File: src/rtl/apb_arb_pkg.sv
`default_nettype none
// ============================================================================
//  Module   : apb_arb_pkg
//  Purpose  : Shared types and constants for the APB master arbiter.
//             Covers the bus-phase state encoding, default widths and the
//             width of the wait-state counter.
//  Revision : 1.0  initial release
// ============================================================================
package apb_arb_pkg;

    localparam int DEF_NUM_REQ = 2;
    localparam int DEF_ADDR_W  = 32;
    localparam int DEF_DATA_W  = 32;
    localparam int DEF_TIMEOUT = 16;

    // Counter width for the default timeout
    localparam int CNT_W = $clog2(DEF_TIMEOUT + 1);

    typedef enum logic [1:0] {
        IDLE   = 2'd0,
        SETUP  = 2'd1,
        ACCESS = 2'd2
    } apb_state_e;

    // Wait counter width for an arbitrary timeout. When the timeout is
    // disabled (0) a 1-bit counter is kept so the vector is never zero-width.
    function automatic int cnt_width(input int timeout);
        return (timeout < 1) ? 1 : $clog2(timeout + 1);
    endfunction

endpackage
`default_nettype wire

File: src/rtl/rr_arbiter.sv
`default_nettype none
// ============================================================================
//  Module   : rr_arbiter
//  Purpose  : Combinational round-robin arbiter. Returns the first set
//             request at or above the pointer, wrapping modulo NUM_REQ, as
//             a one-hot vector and as a binary index.
//  Revision : 1.0  initial release
// ============================================================================
module rr_arbiter
    import apb_arb_pkg::*;
#(
    parameter int NUM_REQ = DEF_NUM_REQ,
    parameter int IDX_W   = $clog2(NUM_REQ)
) (
    input  logic [NUM_REQ-1:0] req_i,
    input  logic [IDX_W-1:0]   ptr_i,
    output logic [NUM_REQ-1:0] grant_o,
    output logic [IDX_W-1:0]   grant_idx_o,
    output logic               any_o
);

    localparam logic [IDX_W:0] c_NUM = NUM_REQ[IDX_W:0];

    logic [2*NUM_REQ-1:0] w_dbl;
    logic [2*NUM_REQ-1:0] w_shift;
    logic [NUM_REQ-1:0]   w_rot;
    logic [IDX_W-1:0]     w_off;
    logic [IDX_W:0]       w_sum;
    logic [IDX_W:0]       w_idx;

    // Rotate so the pointer position becomes bit 0 of the search vector
    assign w_dbl   = {req_i, req_i};
    assign w_shift = w_dbl >> ptr_i;
    assign w_rot   = w_shift[NUM_REQ-1:0];
    assign any_o   = |req_i;

    // Lowest set bit of the rotated vector is the distance to the winner
    always_comb begin
        w_off = '0;
        for (int i = NUM_REQ - 1; i >= 0; i--) begin
            if (w_rot[i]) begin
                w_off = IDX_W'(i);
            end
        end
    end

    // Undo the rotation: winner = (pointer + distance) mod NUM_REQ
    assign w_sum       = {1'b0, ptr_i} + {1'b0, w_off};
    assign w_idx       = (w_sum >= c_NUM) ? (w_sum - c_NUM) : w_sum;
    assign grant_idx_o = w_idx[IDX_W-1:0];

    generate
        for (genvar i = 0; i < NUM_REQ; i++) begin : g_onehot
            localparam logic [IDX_W-1:0] c_I = IDX_W'(i);
            assign grant_o[i] = any_o && (grant_idx_o == c_I);
        end
    endgenerate

endmodule
`default_nettype wire

File: src/rtl/apb_master_arbiter.sv
`default_nettype none
// ============================================================================
//  Module   : apb_master_arbiter
//  Purpose  : Round-robin arbitration of NUM_REQ requesters onto a single
//             APB master port. Runs SETUP/ACCESS, tolerates PREADY wait
//             states with an optional timeout, and returns read data and
//             error status to the granted requester.
//  Revision : 1.0  initial release
// ============================================================================
module apb_master_arbiter
    import apb_arb_pkg::*;
#(
    parameter int NUM_REQ = DEF_NUM_REQ,
    parameter int ADDR_W  = DEF_ADDR_W,
    parameter int DATA_W  = DEF_DATA_W,
    parameter int TIMEOUT = DEF_TIMEOUT
) (
    input  logic                    PCLK,
    input  logic                    PRESET,
    input  logic [NUM_REQ-1:0]      req_valid,
    output logic [NUM_REQ-1:0]      req_ready,
    input  logic [NUM_REQ-1:0]      req_write,
    input  logic [NUM_REQ*ADDR_W-1:0] req_addr,
    input  logic [NUM_REQ*DATA_W-1:0] req_wdata,
    output logic [NUM_REQ-1:0]      rsp_valid,
    output logic [DATA_W-1:0]       rsp_rdata,
    output logic                    rsp_err,
    output logic                    PSEL,
    output logic                    PENABLE,
    output logic                    PWRITE,
    output logic [ADDR_W-1:0]       PADDR,
    output logic [DATA_W-1:0]       PWDATA,
    input  logic [DATA_W-1:0]       PRDATA,
    input  logic                    PREADY,
    input  logic                    PSLVERR
);

    localparam int c_IDX_W   = $clog2(NUM_REQ);
    localparam int c_CNT_W   = cnt_width(TIMEOUT);
    localparam int c_TO_LAST_I = (TIMEOUT < 1) ? 0 : TIMEOUT - 1;
    localparam logic [c_CNT_W-1:0] c_TO_LAST  = c_TO_LAST_I[c_CNT_W-1:0];
    localparam logic [c_IDX_W-1:0] c_LAST_IDX = c_IDX_W'(NUM_REQ - 1);

    apb_state_e           state_q;
    logic [c_IDX_W-1:0]   ptr_q;
    logic [c_IDX_W-1:0]   ptr_d;
    logic [c_IDX_W-1:0]   gidx_q;
    logic [c_CNT_W-1:0]   cnt_q;
    logic                 psel_q;
    logic                 penable_q;
    logic                 pwrite_q;
    logic [ADDR_W-1:0]    paddr_q;
    logic [DATA_W-1:0]    pwdata_q;
    logic [NUM_REQ-1:0]   rsp_valid_q;
    logic [DATA_W-1:0]    rsp_rdata_q;
    logic                 rsp_err_q;

    logic [NUM_REQ-1:0]   w_grant;
    logic [c_IDX_W-1:0]   w_gidx;
    logic                 w_any;
    logic                 w_accept;
    logic                 w_timeout;
    logic                 w_done;
    logic [ADDR_W-1:0]    w_addr  [NUM_REQ];
    logic [DATA_W-1:0]    w_wdata [NUM_REQ];

    generate
        for (genvar i = 0; i < NUM_REQ; i++) begin : g_unpack
            assign w_addr[i]  = req_addr[i*ADDR_W +: ADDR_W];
            assign w_wdata[i] = req_wdata[i*DATA_W +: DATA_W];
        end
    endgenerate

    rr_arbiter #(
        .NUM_REQ (NUM_REQ),
        .IDX_W   (c_IDX_W)
    ) u_rr_arbiter (
        .req_i       (req_valid),
        .ptr_i       (ptr_q),
        .grant_o     (w_grant),
        .grant_idx_o (w_gidx),
        .any_o       (w_any)
    );

    // Grant is offered only while idle; reset masks it so nothing is accepted
    assign req_ready = (state_q == IDLE && !PRESET) ? w_grant : '0;
    assign w_accept  = w_any && (state_q == IDLE) && !PRESET;
    assign ptr_d     = (w_gidx == c_LAST_IDX) ? '0 : w_gidx + 1'b1;

    // Timeout fires on the TIMEOUT-th consecutive PREADY-low ACCESS cycle
    assign w_timeout = (TIMEOUT != 0) && !PREADY && (cnt_q == c_TO_LAST);
    assign w_done    = PREADY || w_timeout;

    // Bus-phase sequencer with all bus and response outputs registered
    always_ff @(posedge PCLK) begin
        if (PRESET) begin
            state_q     <= IDLE;
            ptr_q       <= '0;
            gidx_q      <= '0;
            cnt_q       <= '0;
            psel_q      <= 1'b0;
            penable_q   <= 1'b0;
            pwrite_q    <= 1'b0;
            paddr_q     <= '0;
            pwdata_q    <= '0;
            rsp_valid_q <= '0;
            rsp_rdata_q <= '0;
            rsp_err_q   <= 1'b0;
        end else begin
            rsp_valid_q <= '0;
            case (state_q)
                IDLE: begin
                    if (w_accept) begin
                        pwrite_q <= req_write[w_gidx];
                        paddr_q  <= w_addr[w_gidx];
                        pwdata_q <= req_write[w_gidx] ? w_wdata[w_gidx] : '0;
                        psel_q   <= 1'b1;
                        gidx_q   <= w_gidx;
                        ptr_q    <= ptr_d;
                        state_q  <= SETUP;
                    end
                end
                SETUP: begin
                    penable_q <= 1'b1;
                    state_q   <= ACCESS;
                end
                ACCESS: begin
                    if (w_done) begin
                        psel_q              <= 1'b0;
                        penable_q           <= 1'b0;
                        rsp_valid_q[gidx_q] <= 1'b1;
                        rsp_rdata_q         <= (PREADY && !pwrite_q) ? PRDATA : '0;
                        rsp_err_q           <= PREADY ? PSLVERR : 1'b1;
                        cnt_q               <= '0;
                        state_q             <= IDLE;
                    end else begin
                        cnt_q <= cnt_q + 1'b1;
                    end
                end
                default: begin
                    state_q <= IDLE;
                end
            endcase
        end
    end

    assign PSEL      = psel_q;
    assign PENABLE   = penable_q;
    assign PWRITE    = pwrite_q;
    assign PADDR     = paddr_q;
    assign PWDATA    = pwdata_q;
    assign rsp_valid = rsp_valid_q;
    assign rsp_rdata = rsp_rdata_q;
    assign rsp_err   = rsp_err_q;

endmodule
`default_nettype wire

File: config.mk
export PLATFORM = sky130hd
export DESIGN_NAME = apb_master_arbiter
export DESIGN_NICKNAME = d
export VERILOG_FILES = /design/src/rtl/apb_arb_pkg.sv /design/src/rtl/rr_arbiter.sv /design/src/rtl/apb_master_arbiter.sv
export SDC_FILE = /design/constraint.sdc
export NUM_CORES = 1
export LEC_CHECK = 0
export ABC_AREA = 1
export ABC_CLOCK_PERIOD_IN_PS = 5400
export CELL_PAD_IN_SITES_DETAIL_PLACEMENT = 0
export CELL_PAD_IN_SITES_GLOBAL_PLACEMENT = 1
export CORE_AREA = 2 2 137 139
export CTS_BUF_LIST = sky130_fd_sc_hd__clkbuf_16
export CTS_CLUSTER_DIAMETER = 100
export CTS_CLUSTER_SIZE = 12
export DETAILED_ROUTE_END_ITERATION = 10
export DIE_AREA = 0 0 139 141
export PLACE_DENSITY_LB_ADDON = 0.1
export SYNTH_ARGS = -nofsm -noshare
export SYNTH_HDL_FRONTEND = slang
export SYNTH_SLANG_ARGS = --single-unit
File: constraint.sdc
create_clock -name PCLK -period 5.4 [get_ports PCLK]
set_clock_uncertainty 0.2 [all_clocks]
set_input_delay 1.62 -clock PCLK [delete_from_list [all_inputs] [get_ports PCLK]]
set_output_delay 1.62 -clock PCLK [all_outputs]
set_load 0.02 [all_outputs]
==> metrics.yaml <==
crit_fanout: 3
pwr-share-clk: 0.334
setup_viol: 0
crit_path_end_kind: "primary output"
tns_ns: 0
cts_buffers: 9
place.gp.congestion: 0.763
wl_met1_microns: 7280
clock-sinks: 111
ys_ff_latch: 111
syn_to_final_growth_pct: 65.9
holdBufCountCts: 0
pre_cts_ws_ns: 0.468
clock_latency_ns: 0.35
power.density_nw_per_um2: 255
worstSetupPathType: "primary input to primary output"
maxCapViolations: 0
mostFrequentLayoutCells: "308 x nand2_1, 271 x clkdlybuf4s50_1, 135 x nand3_1"
grt_max_degree: 67
die_area_sq_um: 19600
power_frac_comb: 0.232
routedWlPerCell_microns: 13.8
seqPwrFrac: 0.434
tritoncts: "built"
root_buffer: "clkbuf_16"
hp-class: "flip-flop to flip-flop"
worstPathArrival_ns: 3.10
rsz0062_at_grt: "no"
post-route-period-util: 0.911
die_x_microns: 139
first_pass_iters: 4
p_int_mw: 1.46
grt_usage: 0.164
htree_levels: 3
clockBufferDepth: 2
status: "finished, final reports clean"
initial_core_util: 0.264
io_pins: 272
yosysSeqAreaShare: 0.461
critPathMaxStageDelay_ns: 0.64
relSlewSlack: 0.258
core-area_sq_um: 18300
top_layer_used: "met4"
cp_data_required_time_ns: 3.58
syn_nets: 884
ant_nets: 0
path_cells: "clkdlybuf4s50_1, inv_1, a21oi_2, nand2_1, inv_1, clkdlybuf4s50_1"
syn_area_sq_um: 4820
p_switching_mw: 0.581
fmax_mhz: 203
overflow: 0
syn-mean-instance-area_sq_um: 6.75
slew_violations: 0
via_count: 5243
swShare: 0.285
cts_setup_buffers: 0
final_util: 0.437
io_buffer_count: 271
antenna_found_initial: 0
fp-row-count: 50
grt_pass1_vias: 4858
die_y_microns: 141
synth_warnings: 0
r2r_setup_slack_ns: 2.99
hold_violations: 0
dp_hpwl_microns: 11700
crit_path_top_delay_cell: "clkdlybuf4s50_1"
final_common_cell: "nand2_1"
period_needed_ns: 4.92
tightest_slew_ns: 1.11
first_iter_violations: 219
p_leak_nw: 3.57
drt-total-wl_microns: 16600
drive_above_1_share: 0.0403
nets: 1133
worstSetupStartpointType: "primary input"
fillCellCount: 1982
syn_inst: 714
path_delay_family: "buffers and inverters"
synth_cell_types: 19
viasPerCell: 4.36
peakVddDrop_v: 0.000150
path_buf_inv: 4
wl_met3_microns: 1340
drc: 0
clk_pin_slew_ns: 0.07
grt_first_pass_wirelength_microns: 25700
worst_slack_ns: 0.481
cts_resized: 0
wl_met2_microns: 7730
==> cell type report <==
| type | instances | area [sq um] | area share |
|---|---|---|---|
| Antenna cell | 1 | 2.50 | 0.000313 |
| Clock buffer | 9 | 225 | 0.0282 |
| Clock inverter | 7 | 73.8 | 0.00924 |
| Inverter | 52 | 195 | 0.0244 |
| Multi-Input combinational cell | 507 | 2180 | 0.273 |
| Sequential cell | 111 | 2220 | 0.278 |
| Tap cell | 234 | 293 | 0.0366 |
| Timing Repair Buffer | 282 | 2800 | 0.350 |
==> state kept, by name (all words and copies together) (netlist names) <==
register	count
cnt_q	5
gidx_q	1
ptr_q	1
rsp_valid	2
state_q	2
PWDATA	32
rsp_rdata	32
PENABLE	1
rsp_err	1
PADDR	32
PSEL	1
PWRITE	1
==> stage by stage <==
stage	instances	power, mW	hold WS (ns)	instance area (sq um)
5_1_grt	1202	2.15	0.242	7990
6_report	1203	2.04	0.220	7990
2_1_floorplan	714	1.13	0.193	4820
3_5_place_dp	1186	1.38	0.207	7690
4_1_cts	1202	2.08	0.225	7990
3_3_place_gp	1186	1.39	0.210	7690
==> per-layer routing <==
metal  up-vias  GRT usage
met1      2331      0.198
li1       2740          -
met5         -          0
met2       151      0.272
met4         0     0.0595
met3        21     0.0574
==> path summary, 6_finish.rpt <==
path / startpoint / end / cells past startpoint
hold / removal: gidx_q / rsp_valid[0] / 1
hold reg to reg: gidx_q / rsp_valid[0] / 1
setup reg to reg: state_q[1] / PWDATA[26] / 8
setup / recovery: req_valid[1] / req_ready[1] / 6
==> Yosys cell counts <==
cell,instances,share of area
nand2_1,308,0.24
nand2_2,2,0.0026
clkbuf_1,10,0.0078
nand3_1,135,0.14
inv_2,5,0.0039
nor2_2,3,0.0039
buf_1,5,0.0039
o32ai_1,1,0.0018
buf_2,20,0.021
nand3_2,1,0.0021
inv_1,47,0.037
nor3_1,2,0.0021
a21oi_1,2,0.0021
nor2_1,11,0.0086
buf_4,9,0.014
ha_1,2,0.0052
dfxtp_1,111,0.46
o21ai_0,38,0.039
a21oi_2,2,0.0036
==> cells by family after synthesis <==
logic type                 synth area share
DFF                                   0.461
adders and majority gates           0.00519
and+or+nand+nor                       0.399
buffers and inverters                0.0870
AOI/OAI and AO/OA                    0.0470
==> power by group through the flow <==
stage | clock [mW] | sequential, mW | combinational, mW
6_report | 0.680 | 0.884 | 0.473
5_1_grt | 0.736 | 0.890 | 0.520
4_1_cts | 0.710 | 0.885 | 0.482
3_5_place_dp | 0 | 0.903 | 0.480
3_3_place_gp | 0 | 0.903 | 0.482
2_1_floorplan | 0 | 0.952 | 0.178
(Power assumes the default switching activity.)
